## src/rtl/sync_pkg.sv

```systemverilog
// Helpers shared by the bus synchroniser: Gray decode, bit counting and the
// width of the stability counter.
package sync_pkg;

  // Widest bus the helpers handle; callers zero-extend into this width.
  localparam int SYNC_MAX_W = 64;

  // Zero-extension is harmless: leading zero Gray bits decode to zero bits.
  function automatic logic [SYNC_MAX_W-1:0] gray2bin(input logic [SYNC_MAX_W-1:0] g);
    logic [SYNC_MAX_W-1:0] b;
    b[SYNC_MAX_W-1] = g[SYNC_MAX_W-1];
    for (int i = SYNC_MAX_W - 2; i >= 0; i--) begin
      b[i] = b[i+1] ^ g[i];
    end
    return b;
  endfunction

  function automatic int popcount(input logic [SYNC_MAX_W-1:0] v);
    int n;
    n = 0;
    for (int i = 0; i < SYNC_MAX_W; i++) begin
      if (v[i]) n++;
    end
    return n;
  endfunction

  function automatic int cnt_width(input int stable_cycles);
    return (stable_cycles < 1) ? 1 : $clog2(stable_cycles + 1);
  endfunction

endpackage

```

## src/rtl/sync_chain.sv

```systemverilog
// Single-bit metastability chain; the last stage is the synchronised bit.
module sync_chain #(
  parameter int NUM_STAGES = 2
) (
  input  logic clk_i,
  input  logic rst_n_i,
  input  logic d_i,
  output logic q_o
);

  (* ASYNC_REG = "TRUE" *) logic [NUM_STAGES-1:0] stage_q;

  always_ff @(posedge clk_i or negedge rst_n_i) begin
    if (!rst_n_i) begin
      stage_q <= '0;
    end else begin
      stage_q <= {stage_q[NUM_STAGES-2:0], d_i};
    end
  end

  assign q_o = stage_q[NUM_STAGES-1];

endmodule

```

## src/rtl/bus_sync_filtered.sv

```systemverilog
// Multi-bit synchroniser with a stability filter: the output bus only takes a
// value the synchronised bus has held unchanged for STABLE_CYCLES cycles.
module bus_sync_filtered
  import sync_pkg::*;
#(
  parameter int NUM_STAGES    = 2,
  parameter int BUS_WIDTH     = 4,
  parameter int STABLE_CYCLES = 2,
  parameter int GRAY_MODE     = 0
) (
  input  logic                 CLK,
  input  logic                 RST,
  input  logic [BUS_WIDTH-1:0] ASYNC,
  input  logic                 EN,
  output logic [BUS_WIDTH-1:0] SYNC,
  output logic                 SYNC_VALID,
  output logic                 CHANGE,
  output logic                 GRAY_ERR
);

  localparam int CNT_W = cnt_width(STABLE_CYCLES);
  localparam logic [CNT_W-1:0] CNT_MAX = CNT_W'(STABLE_CYCLES);

  if (NUM_STAGES < 2) begin : g_bad_stages
    $error("bus_sync_filtered: NUM_STAGES must be >= 2");
  end
  if (BUS_WIDTH < 1 || BUS_WIDTH > SYNC_MAX_W) begin : g_bad_width
    $error("bus_sync_filtered: BUS_WIDTH out of range");
  end
  if (STABLE_CYCLES < 1) begin : g_bad_stable
    $error("bus_sync_filtered: STABLE_CYCLES must be >= 1");
  end

  logic [BUS_WIDTH-1:0] sync_q;
  logic [BUS_WIDTH-1:0] prev_q;
  logic [CNT_W-1:0]     cnt_q, cnt_d;
  logic [BUS_WIDTH-1:0] out_q, out_d;
  logic                 valid_q, valid_d;
  logic                 change_q, change_d;
  logic                 gerr_q, gerr_d;
  logic                 accept;
  logic [BUS_WIDTH-1:0] val;

  for (genvar b = 0; b < BUS_WIDTH; b++) begin : g_chain
    sync_chain #(.NUM_STAGES(NUM_STAGES)) u_chain (
      .clk_i  (CLK),
      .rst_n_i(RST),
      .d_i    (ASYNC[b]),
      .q_o    (sync_q[b])
    );
  end

  always_comb begin
    cnt_d    = cnt_q;
    out_d    = out_q;
    valid_d  = valid_q;
    change_d = 1'b0;
    gerr_d   = gerr_q;
    accept   = (cnt_q == CNT_MAX) && EN;
    val      = (GRAY_MODE != 0) ? BUS_WIDTH'(gray2bin(SYNC_MAX_W'(prev_q))) : prev_q;

    if (sync_q != prev_q) begin
      cnt_d = '0;
    end else if (cnt_q < CNT_MAX) begin
      cnt_d = cnt_q + 1'b1;
    end

    // prev_q is the value that has been stable for the counted cycles.
    if (accept) begin
      out_d    = val;
      valid_d  = 1'b1;
      change_d = (val != out_q);
    end

    if ((GRAY_MODE != 0) && (popcount(SYNC_MAX_W'(sync_q ^ prev_q)) > 1)) begin
      gerr_d = 1'b1;
    end
  end

  always_ff @(posedge CLK or negedge RST) begin
    if (!RST) begin
      prev_q   <= '0;
      cnt_q    <= '0;
      out_q    <= '0;
      valid_q  <= 1'b0;
      change_q <= 1'b0;
      gerr_q   <= 1'b0;
    end else begin
      prev_q   <= sync_q;
      cnt_q    <= cnt_d;
      out_q    <= out_d;
      valid_q  <= valid_d;
      change_q <= change_d;
      gerr_q   <= gerr_d;
    end
  end

  assign SYNC       = out_q;
  assign SYNC_VALID = valid_q;
  assign CHANGE     = change_q;
  assign GRAY_ERR   = gerr_q;

endmodule

```

## config.mk

```make
export PLATFORM = sky130hd
export DESIGN_NAME = bus_sync_filtered
export DESIGN_NICKNAME = d
export VERILOG_FILES = /design/src/rtl/sync_pkg.sv /design/src/rtl/sync_chain.sv /design/src/rtl/bus_sync_filtered.sv
export SDC_FILE = /design/constraint.sdc
export NUM_CORES = 1
export LEC_CHECK = 0
export BUFFER_PORTS_ARGS = -buffer_cell sky130_fd_sc_hd__buf_2
export CAP_MARGIN = 20
export CORE_AREA = 2 2 39 41
export DETAILED_ROUTE_END_ITERATION = 10
export DIE_AREA = 0 0 41 43
export PLACE_DENSITY = 0.76
export RECOVER_POWER = 100
export SYNTH_ARGS = -nofsm -noshare
export SYNTH_HDL_FRONTEND = slang
export SYNTH_SLANG_ARGS = --single-unit
```

## constraint.sdc

```tcl
create_clock -name CLK -period 2.3 [get_ports CLK]
set_input_delay 0 -clock CLK [delete_from_list [all_inputs] [get_ports CLK]]
set_output_delay 0 -clock CLK [all_outputs]
set_load 0.02 [all_outputs]
```

==> results.txt, run 1 <==
- Critical Path RT: 2.48 ns
- Reg2Reg Depth: 4
- Post-CTS setup buffers: 0
- Of the available clock period, the critical path in the final layout requires around 55%.
- Max-cap violations in this run came to 0.
* Remaining Overflow, GRT: 0
* Fillers: 106
* Mean post-synth cell area: 15.73 µm²
* Maximum operating frequency: 793.7 MHz
* Reg clk slew, reported paths: between 0.1 and 0.15 ns
- Share of layout cells above drive strength 1: 13.85%
* Flip-flop and latch count after synthesis: 20
- For this run, the post-layout net count is 74.
- The total area inside the core boundary comes to 0.001384 mm².
* H-tree depth: 1
* DP Area: about 760 µm²
- HP Class: input port to flop
- Switching Power: 0.0001514 W
* Library cell used as clock root buffer: sky130_fd_sc_hd__clkbuf_4
- The repair_antennas step left the layout with diodes totalling 0.
- The worst setup path is captured at a flop.
* Classification of the worst setup path: flop to flop
- The clock reaches the later pin of the worst-skew pair after 0.30 ns.
* Drt wl/cell: 10.75 µm
- The first global-routing pass estimated around 1400 µm of wire.
- Unrepaired setup endpoints after global routing: false
- Area of all placed cells without fillers: 865.8 µm²
* Num ports: 14
* DR vias: 370
* Shortest clock period the worst path allows after layout: 1.260 ns
- Wires add up to 871 µm.
* Outcome: finished clean
- Sink Count: 20
* End of the worst hold path: g_chain[2].u_chain.stage_q[0]
- Power density over the cells: 845.3 mW/mm²
* Total nets after synthesis: 52
- Cell leakage power: around 0.40 nW
- Final count of negative-setup-slack endpoints: 0
* Antenna viol nets, final: 0
* Vias per cell: 4.568
* Count of hold-fix buffers inserted at cts: 6
- Clock tree skew after final layout: between 0.008 and 0.009 ns
* CTS tree: built
* Synth-to-Final Area Change: 25.14%
- Across the VDD grid, the largest voltage drop is 0.7326 mV.
* Critical R2R Capture: SYNC[0]
- Arrival time at the worst endpoint: 1.44 ns
* Number of violations reported at the end of detailed-routing iteration 0: 0
* Sequential share of power: 53.0%
- Distinct cells, synth: 14
- In the global route stage, overall resource usage came out at a little over an eighth.
- IO buf count: 12
- Share of total power in the clock network: 38.0%
* Max FO, Critical Path: 6
- Entering global routing, the biggest net connects 21 pins.
- The number of gates resized after CTS was 0.
- Comb pwr share: 9.0%
- After detailed routing, the number of remaining DRC violations is 0.
- Standard-cell row count: 14
* Placed cell count: 71
* Gpl congestion: between 0.6 and 0.7
- Worst setup SP type: flop
* Number of synthesis warnings: 0
* Post-layout instance count excluding filler cells: 81
- At the pin with the least slew margin, the transition time is roughly 1 ns.
* Antenna violations before repair: 0
- The startpoint identified for the worst register-to-register timing path is cnt_q[0].
- Net switching is between 20% and 30% of the power.
- For the final routed database, the setup TNS stands at 0 ns.
* Initial Util: 50.00%
- The die covers between 0.0015 and 0.002 mm².
* Hold Path Origin: ASYNC[2]
- Normalized max-slew margin: between 30% and 40%
- No sink is reached through more buffers than the 2 on the longest clock path.
- The final-report hold violation count was 0.
- Internal: 0.0005805 W
- Slack of the worst reg-to-reg path: around 1.0 ns
- TritonCTS created 3 clock buffers.
* Number of iterations in the first detailed-routing pass: 1
* Worst hold stages: 2
* Die span in x: 41 µm
* Via count of the first global-routing pass: 350
- In the synthesized netlist, the number of instances is 44.
- Die Ht: between 40 and 50 µm
- Of the synthesized area, sequential elements account for 72.33%.
- Summing every instance area after synthesis gives ~690 µm².
- The final max-slew violation count came to 0.
[through the flow]
| stage | util, % | hold slack [ns] | total power (W) | setup WS, ns |
|---|---|---|---|---|
| 2_1_floorplan | - | -0.2956 | 0.0004324 | 1.173 |
| 4_1_cts | 63.38 | 0.1555 | 0.0007471 | 1.087 |
| 5_1_grt | 62.57 | 0.3055 | 0.0007687 | 0.9719 |
| 3_5_place_dp | 55.24 | -0.03698 | 0.0004582 | 1.100 |
| 6_report | 62.57 | 0.3346 | 0.0007319 | 1.040 |
| 3_3_place_gp | 55.24 | -0.03996 | 0.0004563 | 1.136 |
[worst max-delay path by stage]
| stage | startpoint | to | slack [ns] | cells after the start |
|---|---|---|---|---|
| after floorplan | cnt_q[1] | SYNC[0] | 1.17 | 3 |
| after global placement | cnt_q[1] | SYNC[3] | 1.14 | 3 |
| after detailed placement | cnt_q[0] | SYNC[0] | 1.10 | 4 |
| after CTS | cnt_q[1] | SYNC[0] | 1.09 | 3 |
| after global routing | cnt_q[0] | SYNC[0] | 0.97 | 4 |
| final | cnt_q[0] | SYNC[0] | 1.04 | 4 |
[power groups by stage]
| stage | clock network (W) | logic, W | registers, W |
|---|---|---|---|
| after global routing | 0.000303 | 0.0000737 | 0.000391 |
| final | 0.000278 | 0.0000659 | 0.000388 |
| after floorplan | 0 | 0.0000263 | 0.000406 |
| after detailed placement | 0 | 0.0000628 | 0.000395 |
| after CTS | 0.000288 | 0.0000707 | 0.000388 |
| after global placement | 0 | 0.0000621 | 0.000394 |
[worst max-delay path, cell delays in order, from the launching register on]
cell and delay [ns]:
sky130_fd_sc_hd__dfrtp_1 0.37, sky130_fd_sc_hd__inv_1 0.05, sky130_fd_sc_hd__ha_1 0.18, sky130_fd_sc_hd__nand2_1 0.20, sky130_fd_sc_hd__mux2_1 0.35
[registers in the layout, indices dropped and copies added (netlist names)]
name                     cells
SYNC_VALID                   1
CHANGE                       1
cnt_q                        2
g_chain.u_chain.stage_q      8
prev_q                       4
SYNC                         4
[layout make-up]
cell class / instances / area (µm²) / share of cell area (%)
inverters: 2 / 7.507 / 0.8671
clock buffers: 3 / 22.52 / 2.601
clock inverters: 1 / 30.03 / 3.468
flip-flops and latches: 20 / 500.5 / 57.80
repair buffers: 18 / 111.4 / 12.86
well taps: 16 / 20.02 / 2.312
multi-input cells: 21 / 173.9 / 20.09
[per-layer routing]
| metal | track usage (%) | vias to the layer above | part of all wire (%) |
|---|---|---|---|
| li1 | - | 182 | - |
| met1 | 14.60 | 175 | 43 |
| met2 | 18.44 | 11 | 49 |
| met3 | 4.712 | 2 | 6.8 |
| met4 | 12.00 | 0 | 1.4 |
| met5 | 0 | - | 0 |
[cell usage after synthesis]
library cell,number,area share (%)
sky130_fd_sc_hd__conb_1,1,0.54
sky130_fd_sc_hd__inv_1,2,1.1
sky130_fd_sc_hd__ha_1,1,1.8
sky130_fd_sc_hd__nand2b_1,1,0.90
sky130_fd_sc_hd__buf_4,1,1.1
sky130_fd_sc_hd__mux2_1,4,6.5
sky130_fd_sc_hd__a41oi_1,1,1.3
sky130_fd_sc_hd__nor2_1,1,0.54
sky130_fd_sc_hd__xor2_1,1,1.3
sky130_fd_sc_hd__a21oi_1,1,0.72
sky130_fd_sc_hd__dfrtp_1,20,72
sky130_fd_sc_hd__xnor2_1,8,10
sky130_fd_sc_hd__nand2_2,1,0.90
sky130_fd_sc_hd__nand4_1,1,0.90
[placed cells by master (no fill, tap or decap)]
master | synthesis | layout
sky130_fd_sc_hd__a41oi_1 | 1 | 1
sky130_fd_sc_hd__conb_1 | 1 | 1
sky130_fd_sc_hd__xnor2_1 | 8 | 8
sky130_fd_sc_hd__mux2_1 | 4 | 4
sky130_fd_sc_hd__nand2_1 | 0 | 1
sky130_fd_sc_hd__dlygate4sd3_1 | 0 | 6
sky130_fd_sc_hd__ha_1 | 1 | 1
sky130_fd_sc_hd__bufinv_16 | 0 | 1
sky130_fd_sc_hd__nor2_1 | 1 | 1
sky130_fd_sc_hd__xor2_1 | 1 | 1
sky130_fd_sc_hd__clkbuf_1 | 0 | 7
sky130_fd_sc_hd__nand2b_1 | 1 | 1
sky130_fd_sc_hd__buf_2 | 0 | 5
sky130_fd_sc_hd__inv_1 | 2 | 2
sky130_fd_sc_hd__clkbuf_4 | 0 | 3
sky130_fd_sc_hd__nand4_1 | 1 | 1
sky130_fd_sc_hd__dfrtp_1 | 20 | 20
sky130_fd_sc_hd__a21oi_1 | 1 | 1
[cells by family after synthesis]
group                      Yosys count  share of synthesized area, %
DFF                                 20                         72.33
xor gates and xnor gates             9                         11.39
muxes                                4                         6.509
and+or+nand+nor                      4                         3.256
buffers and inverters                3                         2.171
AOI/OAI and AO/OA                    2                         1.989
adders and majority gates            1                         1.808
other                                1                        0.5420
No activity file was read; power rests on OpenSTA's default activity.
==> run 2, diff against run 1 <==
- ABC_AREA: default -> 1
- CORE_AREA: 2 2 39 41 -> default
- CORE_UTILIZATION: default -> 46
- DIE_AREA: 0 0 41 43 -> default
- PLACE_DENSITY: 0.76 -> 0.71
- clock period: 2.3 -> 1.1 ns (I/O delays scaled with it)
==> results.txt, run 2 <==
- The run finished, with violations left.
- The checks that failed: hold timing.
- The instance count along the most critical hold path came to 3 (+1).
- GRT Overall Usage: 14.56% (+1.4 points)
- The final critical-path required period was 0.9783 ns (-0.2816 ns).
- The horizontal die dimension is 42.70 µm (+4.1%).
- Cell type contributing the most total cell area after synthesis: sky130_fd_sc_hd__dfrtp_1
* Classification of the worst setup path: flop to flop
* Clock latency on the worst-skew pair: 0.29 ns (about the same)
- Post-detailed-route DRC marker count: 0 (unchanged)
- The detailed-routing iteration count for the pre-antenna-repair pass was 4 (+3).
- Launching point of the worst reg2reg path: cnt_q[0]
- The count of yosys warnings during synthesis was 0 (unchanged).
- Adder-cell area share of the yosys netlist: 1.642% (-0.17 points)
- Largest Register: g_chain.u_chain.stage_q
* Most instantiated library cell after synthesis: sky130_fd_sc_hd__nand2_1
- Multiplexer share of the synthesized area: 0% (-6.5 points)
- The tightest min-delay check is of the input port to flop type.
* Asr flop ratio synth: 100.0% (unchanged)
- The largest net degree at the start of global routing is 21 (unchanged).
- Hold_ws: -0.009619 ns (-0.3442 ns)
- The critical path required time is 1.28 ns (-1.20 ns).
* First-pass GRT wire length: 1945 µm (+40%)
- IO buf count: 12 (unchanged)
- The length in cells of the worst reg-to-reg path came to 5 (+1).
- Final-layout setup total negative slack: 0 ns (unchanged)
- The final layout net count came to 111 (+50%).
* Max FO, Critical Path: 10 (+4)
- The final critical-path share of the clock period was 88.93% (+34 points).
- Xor and xnor fraction of the mapped netlist area: 1.149% (-10 points)
- The effective utilization at floorplan came to 50.00% (about the same).
- Power density over the cells: 1477 mW/mm² (+75%)
* Distinct cells, synth: 12 (-2)
* Sink Count: 20 (unchanged)
- Compound-cell area share of the yosys netlist: 3.284% (+1.3 points)
- Arrival time at the worst endpoint: 1.16 ns (-0.28 ns)
- Final count of negative-setup-slack endpoints: 0 (unchanged)
- Crit path capture type: flop
- The routability congestion estimate is 0.7334 (+13%).
* Final WL: 1078 µm (+24%)
- The sequential fraction of the synthesis area is 65.68% (-6.7 points).
* End of the worst hold path: SYNC_VALID
* Flip-flop count of the largest register, all copies and words added: 8 (unchanged)
- The reported max-cap violation count came to 0 (unchanged).
- TritonCTS buffer count: 3 (unchanged)
- The commonest cells after synthesis are sky130_fd_sc_hd__nand2_1 (29), sky130_fd_sc_hd__dfrtp_1 (20), sky130_fd_sc_hd__inv_1 (13).
- Count of inserted antenna diode cells: 0 (unchanged)
- The library cell used most frequently in the layout, excluding fill and tap cells, is sky130_fd_sc_hd__nand2_1.
- The worst slack at placement is 0.05200 ns (-1.048 ns).
* Primary flip-flop cell chosen by synthesis mapping: sky130_fd_sc_hd__dfrtp_1
- Combinational family with the most area after synthesis: simple AND/OR/NAND/NOR gates
- The register-to-register setup slack came to 0.12 ns (-0.92 ns).
- Simple-gate share of the synthesized area: 19.38% (+16 points)
- The number of antenna violations at the first check in global routing is 0 (unchanged).
- Maximum operating frequency: 1022 MHz (+29%)
* DR vias: 521 (+41%)
* Hold Path Origin: EN
- The final worst clock skew was 0.001859 ns (-0.007061 ns).
- Remaining Overflow, GRT: 0 (unchanged)
- CTS tree: built
- The number of global-route vias before repair came to 473 (+35%).
* Standard-cell row count: 14 (unchanged)
- Beginning of the critical path: cnt_q[0]
- The worst setup path is launched from a flop.
- Cell count after synthesis: 82 (+86%)
- Commonest cells after routing, fill and taps aside: sky130_fd_sc_hd__nand2_1 (28), sky130_fd_sc_hd__dfrtp_1 (20), sky130_fd_sc_hd__inv_1 (13)
- Fraction of synthesized cell area taken by the top area cell type: 65.68% (-6.7 points)
* Share of layout cells above drive strength 1: 13.86% (+0.015 points)
- Drt wl/cell: 9.214 µm (-14%)
- Once detailed placement completed, the half-perimeter wirelength came to 755.4 µm.
- The overall die area was 0.001823 mm² (+3.4%).
- H-tree depth: 1 (unchanged)
* Library cell used as clock root buffer: sky130_fd_sc_hd__clkbuf_4
- Core Box Area: 0.001524 mm² (+10%)
* Die Ht: 42.70 µm (-0.70%)
- Vias per cell: 4.453 (-2.5%)
* Synth-to-Final Area Change: 19.05%
* Post-layout instance count excluding filler cells: 117 (+44%)
- The standby leakage power came to 0.5030 nW (+25%).
* Flip-flop and latch count after synthesis: 20 (unchanged)
* Placed cell count: 109 (+54%)
- After synthesis, the cell types taking the most area are sky130_fd_sc_hd__dfrtp_1 (66%), sky130_fd_sc_hd__nand2_1 (14%), sky130_fd_sc_hd__inv_1 (6.4%).
- Number of buffers on the longest clock path: 2 (unchanged)
- Unrepaired setup endpoints after global routing: false
- The post-detailed-route count of antenna-violating nets came to 0 (unchanged).
- Total nets after synthesis: 90 (+73%)
- Least setup slack across all paths after layout: 0.1217 ns (-0.9184 ns)
- The number of violations reported at the end of detailed-routing iteration 0 was 10 (+10).
- The count of flip-flops with a built-in enable after synthesis was 0 (unchanged).
* Worst ir drop on vdd: 0.9644 mV (+32%)
- The final max-slew violation count is 0 (unchanged).
* Hold violation count in the final report: 1 (+1)
- Critical R2R Capture: SYNC[3]
- The per-instance average area after synthesis came to 9.292 µm² (-41%).
- The cell area after technology mapping is 762.0 µm² (+10%).
* Num ports: 14 (unchanged)
- Reg clk slew, reported paths: 0.10 ns (about the same)
-- run 2: cell types whose count changed after synthesis --
cell,before,now
sky130_fd_sc_hd__inv_1,2,13
sky130_fd_sc_hd__nand2_1,0,29
sky130_fd_sc_hd__o21ai_0,0,4
sky130_fd_sc_hd__inv_2,0,2
sky130_fd_sc_hd__nor2_1,1,7
sky130_fd_sc_hd__nand2b_1,1,0
sky130_fd_sc_hd__nand4_1,1,0
sky130_fd_sc_hd__nand2_2,1,2
sky130_fd_sc_hd__a41oi_1,1,0
sky130_fd_sc_hd__mux2_1,4,0
sky130_fd_sc_hd__xnor2_1,8,0
-- run 2: area by class of cell --
type                       instances  area, µm²
clock buffer                       3      22.52
sequential                        20      500.5
multi-input combinational         46      205.2
inverter                          15      56.30
tap                               16      20.02
fill                             131      616.8
timing repair buffer              17      102.6
-- run 2: cell families (layout without fill, tap and decap cells) --
logic type / count (synthesis) / after routing
buffers and inverters: 16 / 35
AOI/OAI and AO/OA: 5 / 5
xor gates and xnor gates: 1 / 1
and+or+nand+nor: 38 / 38
other: 1 / 1
adders and majority gates: 1 / 1
DFF: 20 / 20
-- run 2: how the worst max path moves through the flow --
stage / endpoint / slack (ns) / cells past startpoint
final: SYNC[3] / 0.12 / 5
after global routing: SYNC[1] / 0.02 / 5
after CTS: SYNC[3] / 0.03 / 3
after detailed placement: SYNC[3] / 0.05 / 3
after global placement: SYNC[1] / 0.09 / 5
after floorplan: SYNC[0] / 0.15 / 5
-- run 2: per-layer routing --
metal | share of wire (%) | GRT usage (%) | vias up
met5 | 0 | 0 | -
met2 | 45 | 22.73 | 18
li1 | - | - | 276
met3 | 5.0 | 3.830 | 2
met1 | 49 | 18.60 | 225
met4 | 1.1 | 7.500 | 0
-- run 2: per-stage QoR --
step	cell area, µm²	util (%)	power (W)
CTS	907.1	59.52	0.001352
global placement	834.6	54.76	0.001012
floorplan	762.0	-	0.0009512
detailed placement	834.6	54.76	0.001018
finish	907.1	59.52	0.001339
global route	907.1	59.52	0.001409
-- run 2: what timing repair did --
item,4_1_cts,5_1_grt
resized for setup,0,2
endpoints found under the hold margin,24,0
endpoints found under the setup margin,0,6
hold buffers,5,0
buffers inserted,0,0
-- run 2: worst max-delay path, stage by stage (launching register included) --
cell and delay, ns:
sky130_fd_sc_hd__dfrtp_1 0.40, sky130_fd_sc_hd__inv_1 0.06, sky130_fd_sc_hd__ha_1 0.19, sky130_fd_sc_hd__nand2_4 0.09, sky130_fd_sc_hd__nand2_1 0.06, sky130_fd_sc_hd__o21ai_0 0.07
-- run 2: report_power, final --
| part | switching, W | internal [W] | total, W | leakage [nW] |
|---|---|---|---|---|
| registers | 0.0000412 | 0.000784 | 0.000825 | 0.244 |
| logic | 0.000116 | 0.0000696 | 0.000185 | 0.245 |
| clock network | 0.000202 | 0.000127 | 0.000329 | 0.0138 |
| total | 0.000358 | 0.000981 | 0.00134 | 0.503 |
